`src/rtl/mem_access_unit.sv`:
```
// MEM-stage load/store controller: drives a variable-latency dmem handshake,
// stalls the pipeline while an access is outstanding, extends load data.
module mem_access_unit #(
  parameter int unsigned TIMEOUT_CYCLES = 16
) (
  input  logic        clk,
  input  logic        reset_n,
  input  logic        mem_valid,
  input  logic        mem_read,
  input  logic        mem_write,
  input  logic [2:0]  funct3,
  input  logic [31:0] addr,
  input  logic [31:0] store_data,
  output logic        dmem_req,
  output logic        dmem_we,
  output logic [31:0] dmem_addr,
  output logic [31:0] dmem_wdata,
  output logic [3:0]  dmem_be,
  input  logic        dmem_ack,
  input  logic [31:0] dmem_rdata,
  output logic [31:0] read_data,
  output logic        stall,
  output logic        misaligned,
  output logic        bus_error
);

  typedef enum logic [1:0] {IDLE, BUSY, DONE} state_t;

  localparam int unsigned CW = (TIMEOUT_CYCLES > 1) ? $clog2(TIMEOUT_CYCLES) : 1;

  state_t          state_q, state_d;
  logic            req_q, req_d;
  logic            we_q, we_d;
  logic [31:0]     addr_q, addr_d;
  logic [31:0]     wdata_q, wdata_d;
  logic [3:0]      be_q, be_d;
  logic [31:0]     rdata_q, rdata_d;
  logic            berr_q, berr_d;
  logic [CW-1:0]   cnt_q, cnt_d;
  logic [1:0]      off_q, off_d;
  logic [2:0]      f3_q, f3_d;

  logic            mem_op;
  logic            mis;
  logic            acc;
  logic [1:0]      sz;
  logic [3:0]      be_nxt;
  logic [31:0]     wdata_nxt;
  logic            timeout_hit;

  // Byte/half lane select followed by sign or zero extension.
  function automatic logic [31:0] extend(input logic [31:0] w, input logic [1:0] off,
                                         input logic [2:0] f3);
    logic [7:0]  b;
    logic [15:0] h;
    b = w[{off, 3'b000} +: 8];
    h = off[1] ? w[31:16] : w[15:0];
    case (f3)
      3'b000:  extend = {{24{b[7]}}, b};
      3'b001:  extend = {{16{h[15]}}, h};
      3'b100:  extend = {24'b0, b};
      3'b101:  extend = {16'b0, h};
      default: extend = w;
    endcase
  endfunction

  // Loads and stores share the size encoding in funct3[1:0]: 00 byte, 01 half, 1x word.
  always_comb begin
    mem_op     = mem_read | mem_write;
    sz         = funct3[1:0];
    mis        = ((sz == 2'b01) & addr[0]) | (sz[1] & (addr[1:0] != 2'b00));
    acc        = mem_valid & mem_op & ~mis;
    misaligned = mem_valid & mem_op & mis;

    be_nxt    = 4'b1111;
    wdata_nxt = store_data;
    if (mem_write) begin
      case (sz)
        2'b00: begin
          be_nxt    = 4'b0001 << addr[1:0];
          wdata_nxt = {4{store_data[7:0]}};
        end
        2'b01: begin
          be_nxt    = 4'b0011 << {addr[1], 1'b0};
          wdata_nxt = {2{store_data[15:0]}};
        end
        default: begin
          be_nxt    = 4'b1111;
          wdata_nxt = store_data;
        end
      endcase
    end
  end

  assign timeout_hit = (TIMEOUT_CYCLES != 0) && (cnt_q == CW'(TIMEOUT_CYCLES - 1));

  always_comb begin
    state_d = state_q;
    req_d   = req_q;
    we_d    = we_q;
    addr_d  = addr_q;
    wdata_d = wdata_q;
    be_d    = be_q;
    rdata_d = rdata_q;
    berr_d  = berr_q;
    cnt_d   = cnt_q;
    off_d   = off_q;
    f3_d    = f3_q;
    stall   = 1'b0;

    case (state_q)
      IDLE: begin
        stall = acc;
        if (acc) begin
          req_d   = 1'b1;
          we_d    = mem_write;
          addr_d  = {addr[31:2], 2'b00};
          wdata_d = wdata_nxt;
          be_d    = be_nxt;
          cnt_d   = '0;
          off_d   = addr[1:0];
          f3_d    = funct3;
          state_d = BUSY;
        end
      end
      BUSY: begin
        stall = 1'b1;
        if (dmem_ack) begin
          req_d = 1'b0;
          if (!we_q) rdata_d = extend(dmem_rdata, off_q, f3_q);
          state_d = DONE;
        end else if (timeout_hit) begin
          req_d  = 1'b0;
          berr_d = 1'b1;
          if (!we_q) rdata_d = '0;
          state_d = DONE;
        end else begin
          cnt_d = cnt_q + CW'(1);
        end
      end
      DONE: begin
        berr_d  = 1'b0;
        state_d = IDLE;
      end
      default: state_d = IDLE;
    endcase
  end

  always_ff @(posedge clk or negedge reset_n) begin
    if (!reset_n) begin
      state_q <= IDLE;
      req_q   <= 1'b0;
      we_q    <= 1'b0;
      addr_q  <= '0;
      wdata_q <= '0;
      be_q    <= '0;
      rdata_q <= '0;
      berr_q  <= 1'b0;
      cnt_q   <= '0;
      off_q   <= '0;
      f3_q    <= '0;
    end else begin
      state_q <= state_d;
      req_q   <= req_d;
      we_q    <= we_d;
      addr_q  <= addr_d;
      wdata_q <= wdata_d;
      be_q    <= be_d;
      rdata_q <= rdata_d;
      berr_q  <= berr_d;
      cnt_q   <= cnt_d;
      off_q   <= off_d;
      f3_q    <= f3_d;
    end
  end

  assign dmem_req   = req_q;
  assign dmem_we    = we_q;
  assign dmem_addr  = addr_q;
  assign dmem_wdata = wdata_q;
  assign dmem_be    = be_q;
  assign read_data  = rdata_q;
  assign bus_error  = berr_q;

endmodule

```
`config.mk`:
```
export PLATFORM = sky130hd
export DESIGN_NAME = mem_access_unit
export DESIGN_NICKNAME = d
export VERILOG_FILES = /design/src/rtl/mem_access_unit.sv
export SDC_FILE = /design/constraint.sdc
export NUM_CORES = 1
export LEC_CHECK = 0
export BUFFER_PORTS_ARGS = -buffer_cell sky130_fd_sc_hd__buf_2
export CAP_MARGIN = 10
export CORE_UTILIZATION = 45
export CTS_CLUSTER_DIAMETER = 80
export DETAILED_ROUTE_END_ITERATION = 12
export GPL_ROUTABILITY_DRIVEN = 0
export PLACE_DENSITY = 0.75
export SYNTH_ARGS = -nofsm -noshare
export SYNTH_HDL_FRONTEND = slang
export SYNTH_SLANG_ARGS = --single-unit
export TNS_END_PERCENT = 100
```
`constraint.sdc`:
```
create_clock -name clk -period 4.08 [get_ports clk]
set_input_delay 0.612 -clock clk [delete_from_list [all_inputs] [get_ports clk]]
set_output_delay 0.612 -clock clk [all_outputs]
set_load 0.01 [all_outputs]
```
==> impl_metrics.csv <==
group,metric,value,unit
timing,setup_viol,0,
logic_synthesis,synth-edff-count,0,
worst_setup_path,critPathRequiredTime,3470,ps
logic_synthesis,ys_seq_area_frac,0.548,
logic_synthesis,netlist_instances,448,
logic_synthesis,synth_top_cell_area_share,0.548,
detailed_routing,drt_iter0_drc,190,
placement,hpwl,9530,microns
timing,rsz0062_at_grt,"false",
logic_synthesis,synth_area,5110,sq um
cts,root_buffer,"clkbuf_16",
detailed_routing,drc,0,
worst_setup_path,max_stage_delay,350,ps
cells_and_area,drive_gt1_frac,0.447,
cells_and_area,fin_cells,787,
detailed_routing,vias,4236,
global_routing,overflow,0,
cts,cts.htree.levels,3,
detailed_routing,vias_per_cell,5.38,
cts,cts_resized,0,
logic_synthesis,yosys_warnings,0,
timing,tightest_slew,894,ps
placement,port_buffers,207,
die,dieArea,11800,sq um
detailed_routing,firstDrtPassIters,4,
logic_synthesis,synthDistinctLibCells,45,
cts,cts_tree,"yes",
cts,path_clk_slew,70,ps
logic_synthesis,ys_ff_latch,112,
global_routing,grt_pass1_vias,4225,
timing,slew_headroom,0.404,
logic_synthesis,synth_most_common_cell,"dfrtp_1",
cts,cts_setup_buffers,0,
worst_setup_path,cp_top_family,"buffers and inverters",
detailed_routing,ant_nets,0,
cells_and_area,fin_nets,748,
die,initial_core_util,0.468,
logic_synthesis,avgSynthCellArea,11.4,sq um
power,p_leak,3.42,nW
die,core_area,10900,sq um
global_routing,grt_usage,0.230,
cts,cts_sinks,112,
cells_and_area,num_antenna_cells,0,
detailed_routing,drt-total-wl,13100,microns
timing,maxSlewViolCount,0,
worst_setup_path,critPathCaptureType,"output pin",
logic_synthesis,yosys-top-cells-area,"dfrtp_1 (55%), mux2_2 (11%), mux2i_1 (3.9%)",
timing,fin_skew,5.99,ps
global_routing,grt_pass1_wl,20800,microns
power,total_power,0.00417,W
logic_synthesis,synthTopCellsByCount,"dfrtp_1 (112), nand2_1 (53), mux2_2 (51)",
timing,finalSetupTns,0,ps
worst_setup_path,path_buf_inv,3,
cells_and_area,area_growth,28.3,%
worst_setup_path,cp.arrival,1790,ps
logic_synthesis,synth_flop_cell,"dfrtp_1",
cts,clock_latency,350,ps
worst_setup_path,slowest_stage,"buf_4",
global_routing,grt_max_degree,75,
run_status,outcome,"complete, no violations",
power,powerDensity,635,nW/um^2
worst_setup_path,critPathLaunchType,"input pin",
logic_synthesis,yosysTopAreaCell,"dfrtp_1",
timing,finalCritPeriodShare,0.589,
cts,cts_buffer_depth,2,
cts,cts_inserted_buffers,9,
run,drv_cap,0,
die,dieWidth,109,microns
worst_setup_path,reg2regPathDepth,4,
cells_and_area,multi_input_area,2120,sq um
worst_setup_path,cp_max_fo,34,
logic_synthesis,synthArstFlopShare,1.00,
worst_setup_path,crit_type,"in -> out",
cells_and_area,regArea,2800,sq um
timing,fmax,0.416,GHz
power,irDropWorstVdd,0.317,mV
cts,ctsHoldBuffers,0,
detailed_routing,wl_per_cell,16.6,microns
placement,postPlaceCellArea,6220,sq um
cells_and_area,fin_area,6560,sq um
timing,layout_min_cycle_time,2400,ps
die,dieHeight,109,microns
cells_and_area,fill_cells,939,
global_routing,antenna_found_initial,0,
placement,placedCellCount,771,
die,rows,38,
worst_setup_path,cp.depth,6,
worst_setup_path,crit_path_cell_trace,"buf_2, nand2_1, nand4_1, buf_4, nand2_1, buf_2",
die,ioPinCount,210,
hold_path,hp-class,"in -> async",
timing,hold_violations,0,
## cell usage in the layout, fill, tap and decap left out, types with 5 or more instances in the layout
master and instances:
nor2_1 30, nand2_1 53, a21oi_1 5, mux2i_1 20, dfrtp_1 112, inv_1 6, nand2b_1 7, a21boi_0 8
buf_2 206, o21ai_1 8, and3_1 5, a211o_1 16, clkbuf_16 9, a221o_1 16, mux2_2 51, o21ai_0 40
buf_4 8
## layout make-up
| cell class | instances | share of cell area |
|---|---|---|
| Sequential cell | 112 | 0.427 |
| Multi-Input combinational cell | 299 | 0.324 |
| Timing Repair Buffer | 214 | 0.166 |
| Clock buffer | 11 | 0.0370 |
| Tap cell | 140 | 0.0267 |
| Clock inverter | 5 | 0.0158 |
| Inverter | 6 | 0.00343 |
## state kept, by name (all words and copies together) (netlist names)
| register | cells |
|---|---|
| off_q | 2 |
| dmem_wdata | 32 |
| dmem_req | 1 |
| dmem_we | 1 |
| f3_q | 3 |
| bus_error | 1 |
| cnt_q | 4 |
| dmem_addr | 30 |
| state_q | 2 |
| read_data | 32 |
| dmem_be | 4 |
## power breakdown
| group | total [W] | switching (W) | internal [W] |
|---|---|---|---|
| clock network | 0.00102 | 0.000400 | 0.000618 |
| registers | 0.00179 | 0.000274 | 0.00152 |
| logic | 0.00136 | 0.000682 | 0.000676 |
## through the flow
| stage | hold slack (ps) | worst slack, ps | util |
|---|---|---|---|
| 2_1_floorplan | 316 | 1930 | - |
| 3_3_place_gp | 458 | 1710 | 0.568 |
| 3_5_place_dp | 470 | 1650 | 0.568 |
| 4_1_cts | 409 | 1650 | 0.600 |
| 5_1_grt | 442 | 1520 | 0.600 |
| 6_report | 362 | 1680 | 0.600 |
## final timing paths
check | endpoint | slack [ps] | startpoint
setup / recovery | stall | 1680 | funct3[0]
hold / removal | read_data[20]$_DFFE_PN0P_ | 360 | reset_n
setup reg to reg | read_data[27]$_DFFE_PN0P_ | 1800 | off_q[1]$_DFFE_PN0P_
hold reg to reg | dmem_wdata[28]$_DFFE_PN0P_ | 480 | dmem_wdata[28]$_DFFE_PN0P_
max in group asynchronous | dmem_addr[16]$_DFFE_PN0P_ | 2860 | reset_n
min in group clk | dmem_wdata[28]$_DFFE_PN0P_ | 480 | dmem_wdata[28]$_DFFE_PN0P_
## cells by family (layout without fill, tap and decap cells)
family          after synthesis  in the layout  synth area share
flops                       112            112             0.548
simple gates                112            112             0.102
compound gates              110            110             0.148
mux                          74             74             0.161
buf+inv                      38            236            0.0372
fa+ha+maj                     1              1           0.00245
other cells                   1              2          0.000733
## layer usage
metal / share of wire / routed length (microns) / track usage / up-vias
met4: 0.019 / 250 / 0.107 / 0
met5: 0 / 0 / 0 / -
met3: 0.088 / 1150 / 0.0657 / 17
li1: - / - / - / 1991
met2: 0.48 / 6220 / 0.371 / 197
met1: 0.42 / 5440 / 0.286 / 2031
Note: power is estimated with default switching activity, not from simulation.
